===== config.mk =====
export PLATFORM = sky130hd
export DESIGN_NAME = mux16_rr_sched
export DESIGN_NICKNAME = d
export VERILOG_FILES = /design/src/rtl/mux16_rr_sched.sv
export SDC_FILE = /design/constraint.sdc
export NUM_CORES = 1
export LEC_CHECK = 0
export ABC_CLOCK_PERIOD_IN_PS = 3760
export CAP_MARGIN = 20
export CORE_AREA = 2 2 121 123
export DETAILED_ROUTE_END_ITERATION = 7
export DIE_AREA = 0 0 123 125
export PLACE_DENSITY = 0.56
export SYNTH_ARGS = -nofsm -noshare
export SYNTH_HDL_FRONTEND = slang
export SYNTH_SLANG_ARGS = --single-unit

===== constraint.sdc =====
create_clock -name clk -period 3.76 [get_ports clk]
set_input_delay 0.564 -clock clk [delete_from_list [all_inputs] [get_ports clk]]
set_output_delay 0.564 -clock clk [all_outputs]
set_load 0.03 [all_outputs]

===== src/rtl/mux16_rr_sched.sv =====
// rtl/mux16_rr_sched.sv - round-robin owner scheduler for a shared 16:1 single-bit mux
//
// Purpose: grants one of 16 requesters ownership of a shared 16:1 mux.
//          Each grant is limited to MAX_HOLD cycles. A one-cycle dead gap
//          follows each grant so the mux output settles before the next
//          owner samples it.
// Ports:
//   clk     in   rising-edge clock
//   rst_n   in   asynchronous active-low reset
//   en      in   arbitration enable; blocks new grants only
//   req     in   [15:0] level-sensitive request vector
//   sel     out  [3:0] mux select for the current or most recent owner
//   gnt     out  [15:0] one-hot grant, zero when there is no owner
//   busy    out  high in GRANT and GAP
//   preempt out  one-cycle pulse when a grant is cut off by hold expiry
module mux16_rr_sched #(
    parameter int MAX_HOLD = 8,
    parameter int CNT_W    = 8
) (
    input  logic        clk,
    input  logic        rst_n,
    input  logic        en,
    input  logic [15:0] req,
    output logic [3:0]  sel,
    output logic [15:0] gnt,
    output logic        busy,
    output logic        preempt
);

    typedef enum logic [1:0] {
        S_IDLE  = 2'd0,
        S_GRANT = 2'd1,
        S_GAP   = 2'd2
    } state_t;

    state_t            state_q, state_d;
    logic [3:0]        sel_q, sel_d;
    logic [15:0]       gnt_q, gnt_d;
    logic              busy_q, busy_d;
    logic              preempt_q, preempt_d;
    logic [CNT_W-1:0]  hold_cnt_q, hold_cnt_d;
    logic [3:0]        last_q, last_d;

    logic              win_found;
    logic [3:0]        win_idx;
    logic [3:0]        cand;
    logic              grant_start;
    logic              hold_expire;
    logic              owner_release;
    logic              grant_exit;

    // Circular priority scan starting just after the previous owner.
    always_comb begin
        win_found = 1'b0;
        win_idx   = 4'd0;
        cand      = 4'd0;
        for (int i = 0; i < 16; i++) begin
            cand = last_q + 4'd1 + 4'(i);
            if (!win_found && req[cand]) begin
                win_found = 1'b1;
                win_idx   = cand;
            end
        end
    end

    assign grant_start   = en && win_found;
    assign hold_expire   = (hold_cnt_q == CNT_W'(MAX_HOLD - 1));
    assign owner_release = !req[sel_q];
    assign grant_exit    = owner_release || hold_expire;

    // State register.
    always_ff @(posedge clk or negedge rst_n) begin
        if (!rst_n) begin
            state_q <= S_IDLE;
        end else begin
            state_q <= state_d;
        end
    end

    // Next-state logic.
    always_comb begin
        state_d = state_q;
        case (state_q)
            S_IDLE:  if (grant_start) state_d = S_GRANT;
            S_GRANT: if (grant_exit)  state_d = S_GAP;
            S_GAP:   state_d = S_IDLE;
            default: state_d = S_IDLE;
        endcase
    end

    // Output and datapath next values; every output leaves a flop.
    always_comb begin
        sel_d      = sel_q;
        gnt_d      = 16'd0;
        busy_d     = 1'b0;
        preempt_d  = 1'b0;
        hold_cnt_d = '0;
        last_d     = last_q;
        case (state_q)
            S_IDLE: begin
                if (grant_start) begin
                    sel_d  = win_idx;
                    gnt_d  = 16'd1 << win_idx;
                    busy_d = 1'b1;
                end
            end
            S_GRANT: begin
                busy_d = 1'b1;
                if (grant_exit) begin
                    last_d    = sel_q;
                    // A release on the expiry edge is voluntary, not a preempt.
                    preempt_d = hold_expire && !owner_release;
                end else begin
                    gnt_d      = gnt_q;
                    hold_cnt_d = hold_cnt_q + CNT_W'(1);
                end
            end
            default: begin
            end
        endcase
    end

    always_ff @(posedge clk or negedge rst_n) begin
        if (!rst_n) begin
            sel_q      <= 4'd0;
            gnt_q      <= 16'd0;
            busy_q     <= 1'b0;
            preempt_q  <= 1'b0;
            hold_cnt_q <= '0;
            last_q     <= 4'd15;
        end else begin
            sel_q      <= sel_d;
            gnt_q      <= gnt_d;
            busy_q     <= busy_d;
            preempt_q  <= preempt_d;
            hold_cnt_q <= hold_cnt_d;
            last_q     <= last_d;
        end
    end

    assign sel     = sel_q;
    assign gnt     = gnt_q;
    assign busy    = busy_q;
    assign preempt = preempt_q;

endmodule


==> impl_metrics.json, run 1 <==
{
  "drtIter0Drc": 315,
  "slew_violations": 0,
  "skew_ns": 0.00447,
  "fp.dieArea_um2": 15400,
  "initial_core_util_pct": 29.1,
  "critPathLaunchType": "flip-flop",
  "ant_nets": 0,
  "crit_path_max_fanout": 7,
  "io_pins": 41,
  "synth_area_um2": 4130,
  "synthFlopType": "dfrtp_1",
  "clock_path_buffers": 2,
  "die_w_um": 123,
  "htree_levels": 2,
  "synth_edf_count": 0,
  "place_area_um2": 5710,
  "gp_congestion": 0.975,
  "path_class": "reg -> reg",
  "status": "finished with violations",
  "fmax_mhz": 254,
  "synthCells": 452,
  "num_rows": 44,
  "period_minus_slack_ns": 3.93,
  "grt_pass1_vias": 4840,
  "ctsHoldBuffers": 0,
  "insertion_delay_ns": 0.28,
  "cts_root_buffer": "clkbuf_16",
  "vias_per_cell": 5.56,
  "first_pass_iters": 5,
  "min_period_over_period_pct": 105,
  "failed_checks": "setup timing",
  "diodes": 0,
  "cts_sinks": 36,
  "ys_seq_area_share_pct": 21.9,
  "cts.clk_slew.worst_paths_ns": 0.06,
  "worst_ep_arrival_time_ns": 4.10,
  "crit_slowest_cell": "dfstp_2",
  "crit_chain": "inv_6 > ha_4 > buf_6 > buf_12 > buf_4 > mux4_2 > mux2_4 > a21bo_4 > nand2_4 > nor3_4 > buf_6 > nand2_4 > a211o_1 > a32o_2 > a31oi_4 > buf_6 > nor3_4 > a32o_1",
  "fin_area_um2": 6820,
  "syn_nets": 474,
  "relSlewSlack_pct": 59.6,
  "ys_types": 84,
  "end_kind": "flip-flop",
  "max-cap-violations": 0,
  "die_h_um": 125,
  "final.setup.worst_slack_ns": -0.174,
  "rsz0062_at_grt": "yes",
  "grt_pass1_wl_mm": 24.7,
  "synth_seq_cells": 36,
  "core-area_um2": 14200,
  "min_path_type": "reg -> reg",
  "layout_commonest_cell": "buf_4",
  "synth_async_sr_flop_share_pct": 100,
  "synth_area_per_cell_um2": 9.14,
  "grt_use_total_pct": 20.3,
  "max_stage_delay_ns": 0.58,
  "tns_ns": -1.77,
  "finalHoldViolations": 0,
  "vias": 4616,
  "worstMarginPinSlew_ns": 0.606,
  "most-common-layout-cells": "buf_4, nand2_1, clkdlybuf4s50_1",
  "drive_gt1_share_pct": 51.7,
  "routed_wl_mm": 15.6,
  "ys_warn_count": 0,
  "gr-total-overflow": 0,
  "antenna_found_initial": 0,
  "hpwl_mm": 11.6,
  "routedWlPerCell_um": 18.8,
  "portBuffers": 40,
  "grt_max_degree": 37,
  "cts_inserted_buffers": 5,
  "cp_data_required_time_ns": 3.93,
  "drc": 0,
  "finalSetupViolCount": 19,
  "synthToLayoutAreaGrowth_pct": 65.0,
  "crit_top_cell": "buf_6",
  "cts_tree": "built",
  "nets": 667
}
==> worst max-delay path, delay by kind of cell, from the launching register on <==
family	cells	cell delay [ns]
AO/OA/AOI/OAI	5	1.22
multiplexers	2	0.66
buffers and inverters	6	0.65
flip-flops	1	0.58
AND/OR/NAND/NOR	4	0.37
adder cells (fa/ha/maj)	1	0.33
==> per-layer routing <==
layer | vias to the layer above | wire, µm | share of wire [%] | global-route usage (%)
met5 | - | 0 | 0 | 0
met4 | 0 | 452 | 2.9 | 5.68
met2 | 148 | 7800 | 50 | 34.3
li1 | 2131 | - | - | -
met3 | 45 | 654 | 4.2 | 3.24
met1 | 2292 | 6710 | 43 | 26.5
==> cells in the mapped netlist (4+ instances only) <==
| library cell | count | area share, % |
|---|---|---|
| a32o_1 | 8 | 1.9 |
| nor2_1 | 43 | 3.9 |
| o31ai_1 | 7 | 1.3 |
| nand2_1 | 45 | 4.1 |
| nor2b_1 | 5 | 0.76 |
| mux2_2 | 14 | 3.8 |
| nand2b_1 | 12 | 1.8 |
| xor2_1 | 6 | 1.3 |
| a21oi_1 | 20 | 2.4 |
| o21ai_1 | 9 | 1.1 |
| buf_2 | 5 | 0.61 |
| dfrtp_1 | 32 | 19 |
| mux4_2 | 19 | 10 |
| inv_1 | 8 | 0.73 |
| and2_1 | 6 | 0.91 |
| nand3_1 | 18 | 2.2 |
| a211oi_1 | 8 | 1.5 |
| buf_6 | 4 | 1.1 |
| buf_4 | 7 | 1.3 |
| dfstp_2 | 4 | 2.5 |
| o21ai_0 | 15 | 1.8 |
| clkbuf_1 | 9 | 0.82 |
| mux2i_1 | 24 | 5.8 |
| nor3_1 | 16 | 1.9 |
| o211ai_1 | 7 | 1.3 |
| o32ai_1 | 7 | 1.5 |
==> final cells by class <==
class / instances / area, µm²
Fill cell: 1322 / 7380
Multi-Input combinational cell: 380 / 3700
Sequential cell: 36 / 906
Clock inverter: 3 / 18.8
Timing Repair Buffer: 211 / 1790
Tap cell: 184 / 230
Inverter: 11 / 48.8
Clock buffer: 5 / 125
==> per-stage QoR <==
| step | setup slack, ns | hold slack, ns | util, % | instances |
|---|---|---|---|---|
| 3_5_place_dp | -0.400 | 0.450 | 40.2 | 792 |
| 6_report | -0.174 | 0.453 | 48.0 | 830 |
| 2_1_floorplan | -0.197 | 0.268 | - | 452 |
| 3_3_place_gp | -0.358 | 0.442 | 40.2 | 792 |
| 4_1_cts | -0.0908 | 0.458 | 44.4 | 816 |
| 5_1_grt | -0.297 | 0.484 | 48.0 | 830 |
==> worst paths after layout <==
path / startpoint / to / slack (ns) / cells after the start
max in group asynchronous: rst_n / last_q[1]$_DFFE_PN1P_ / 2.70 / 2
min reg2reg: hold_cnt_q[0]$_DFF_PN0_ / hold_cnt_q[0]$_DFF_PN0_ / 0.45 / 1
min: hold_cnt_q[0]$_DFF_PN0_ / hold_cnt_q[0]$_DFF_PN0_ / 0.45 / 1
max reg2reg: last_q[0]$_DFFE_PN1P_ / gnt[0]$_DFFE_PN0P_ / -0.17 / 18
max: last_q[0]$_DFFE_PN1P_ / gnt[0]$_DFFE_PN0P_ / -0.17 / 18
min in group asynchronous: rst_n / gnt[5]$_DFFE_PN0P_ / 0.71 / 2
==> state kept, by name, summed over array words and instances (netlist names) <==
signal,count
last_q,4
busy,1
gnt,16
sel,4
state_q,2
preempt,1
hold_cnt_q,8
==> cell families after synthesis <==
kind of cell    share of synthesized area, %
compound gates                          24.8
fa+ha+maj                              0.908
mux                                     21.8
simple gates                            21.0
flops                                   21.9
buf+inv                                 4.78
xor+xnor                                4.75
==> timing repair <==
item / CTS / global route
setup buffers: 16 / 17
pin swaps: 12 / 35
resized for setup: 69 / 76
setup endpoints to repair: 20 / 20
Power of run 1 is left out: the tool's default activity adds up to more than one toggle a clock period on the data nets, which glitch-free logic cannot reach.
==> run 2, diff against run 1 <==
--- a/config.mk
+++ b/config.mk
@@ -8,6 +8,7 @@
 export ABC_CLOCK_PERIOD_IN_PS = 3760
 export CAP_MARGIN = 20
 export CORE_AREA = 2 2 121 123
+export CTS_CLUSTER_SIZE = 8
 export DETAILED_ROUTE_END_ITERATION = 7
 export DIE_AREA = 0 0 123 125
 export PLACE_DENSITY = 0.56
==> results of run 2 <==
Same layout as run 1: the final DEF is identical, and so are final timing and power.
Power of run 2 is left out for the same reason.
==> run 3, diff against run 2 <==
--- a/config.mk
+++ b/config.mk
@@ -11,7 +11,7 @@
 export CTS_CLUSTER_SIZE = 8
 export DETAILED_ROUTE_END_ITERATION = 7
 export DIE_AREA = 0 0 123 125
-export PLACE_DENSITY = 0.56
+export PLACE_DENSITY = 0.51
 export SYNTH_ARGS = -nofsm -noshare
 export SYNTH_HDL_FRONTEND = slang
 export SYNTH_SLANG_ARGS = --single-unit
==> run 3 against run 2 <==
The run still ends with setup timing left. Critical path depth is 2 lower. Global-route usage is 0.16 points lower. First-iteration DRC count is 16% lower. Final area is 7.8% lower. Flip-flop and latch count stayed put. Worst setup slack better by 0.052 ns. Via count is 4.1% lower. Register-to-register slack better by 0.05 ns. Final cell count is 4.1% lower. Wire length is 2.2% lower. Clock-buffer cell count is 2 higher. Largest cell class unchanged. Highest routed layer unchanged.
==> impl_metrics.json, run 3 (same netlist as run 1, synthesis figures left out) <==
{
  "drive_gt1_share_pct": 45.9,
  "cp_data_required_time_ns": 3.93,
  "cts_tree": "built",
  "rsz0062_at_grt": "yes",
  "die_h_um": 125,
  "slew_violations": 0,
  "min_period_over_period_pct": 103,
  "initial_core_util_pct": 29.1,
  "diodes": 0,
  "finalSetupViolCount": 17,
  "layout_commonest_cell": "buf_4",
  "htree_levels": 2,
  "antenna_found_initial": 0,
  "grt_use_total_pct": 20.1,
  "status": "finished with violations",
  "drtIter0Drc": 264,
  "grt_pass1_vias": 4527,
  "cts_root_buffer": "clkbuf_16",
  "synthToLayoutAreaGrowth_pct": 52.2,
  "cts_sinks": 36,
  "clock_path_buffers": 2,
  "ant_nets": 0,
  "failed_checks": "setup timing",
  "worst_ep_arrival_time_ns": 4.05,
  "die_w_um": 123,
  "hpwl_mm": 11.6,
  "routedWlPerCell_um": 19.2,
  "cts_inserted_buffers": 5,
  "routed_wl_mm": 15.3,
  "relSlewSlack_pct": 61.7,
  "vias_per_cell": 5.56,
  "core-area_um2": 14200,
  "min_path_type": "reg -> reg",
  "dp_slack_ns": -0.403,
  "insertion_delay_ns": 0.28,
  "critPathLaunchType": "flip-flop",
  "finalHoldViolations": 0,
  "final.setup.worst_slack_ns": -0.122,
  "hold_slack_ns": 0.452,
  "fp.dieArea_um2": 15400,
  "cts.clk_slew.worst_paths_ns": 0.06,
  "vias": 4429,
  "path_class": "reg -> reg",
  "period_minus_slack_ns": 3.88,
  "worstMarginPinSlew_ns": 0.574,
  "finalCoreUtilization_pct": 44.3,
  "fmax_mhz": 258,
  "skew_ns": 0.00500,
  "most-common-layout-cells": "buf_4, nand2_1, clkdlybuf4s50_1",
  "first_pass_iters": 5,
  "grt_pass1_wl_mm": 24.4,
  "grt_max_degree": 37,
  "portBuffers": 40,
  "drc": 0,
  "io_pins": 41,
  "largest_reg_flops": 16,
  "gr-total-overflow": 0,
  "nets": 633,
  "max-cap-violations": 0,
  "crit_path_max_fanout": 7,
  "num_rows": 44,
  "end_kind": "flip-flop",
  "gp_congestion": 0.950
}
[run 3: cell types whose count changed in the layout (fill, tap and decap cells not counted), moves of 4 or more]
cell      before  now
a211oi_4       5    1
mux2i_2        3    7
nand3_1       13   17
nand2b_4       4    0
buf_6         15    6
buf_12         2    6
mux2i_4        8    2
buf_4        151  123
a211oi_2       1    6
[run 3: cell type report]
class,count,area [µm²]
clock buffer,7,143
clock inverter,1,7.51
fill,1416,7910
inverter,11,46.3
multi-input combinational,380,3420
sequential,36,906
tap,184,230
timing repair buffer,177,1540
[run 3: stage by stage]
stage          instances  cell area [µm²]  setup TNS, ns
3_3_place_gp         772             5580          -4.50
2_1_floorplan        452             4170          -2.59
6_report             796             6290          -1.31
3_5_place_dp         772             5580          -6.14
5_1_grt              796             6290          -3.82
4_1_cts              792             6100         -0.568
[run 3: per-layer routing]
layer | GRT usage [%] | wire length (µm)
met4 | 5.55 | 266
met5 | 0 | 0
met2 | 34.1 | 7600
met3 | 2.46 | 554
met1 | 26.8 | 6850
[run 3: what timing repair did]
| action | in CTS | in global routing |
|---|---|---|
| buffers inserted | 12 | 3 |
| hold buffers | 0 | 0 |
| endpoints found under the setup margin | 20 | 20 |
| pin swaps | 19 | 12 |
| resized for setup | 56 | 35 |
[run 3: path summary, 6_finish.rpt]
kind | to | slack (ns) | from | cells past startpoint
max in group asynchronous | last_q[3]$_DFFE_PN1P_ | 2.69 | rst_n | 2
worst max-delay path | gnt[0]$_DFFE_PN0P_ | -0.12 | last_q[0]$_DFFE_PN1P_ | 16
worst min register to register | hold_cnt_q[0]$_DFF_PN0_ | 0.45 | hold_cnt_q[0]$_DFF_PN0_ | 1
min in group asynchronous | gnt[2]$_DFFE_PN0P_ | 0.71 | rst_n | 2
worst max register to register | gnt[0]$_DFFE_PN0P_ | -0.12 | last_q[0]$_DFFE_PN1P_ | 16
worst min-delay path | hold_cnt_q[0]$_DFF_PN0_ | 0.45 | hold_cnt_q[0]$_DFF_PN0_ | 1
[run 3: worst max-delay path, cell delays in order, from the launching register on]
cell and delay [ns]:
dfstp_2 0.60, inv_6 0.04, ha_4 0.32, buf_4 0.13
mux4_2 0.54, buf_4 0.17, mux2i_1 0.18, buf_4 0.16
mux2i_4 0.10, nor2_4 0.15, nand4b_4 0.14, a211o_1 0.32
a32o_2 0.28, a31oi_4 0.17, buf_12 0.16, nor3_4 0.05
a32o_1 0.24
Power of run 3 is left out for the same reason.
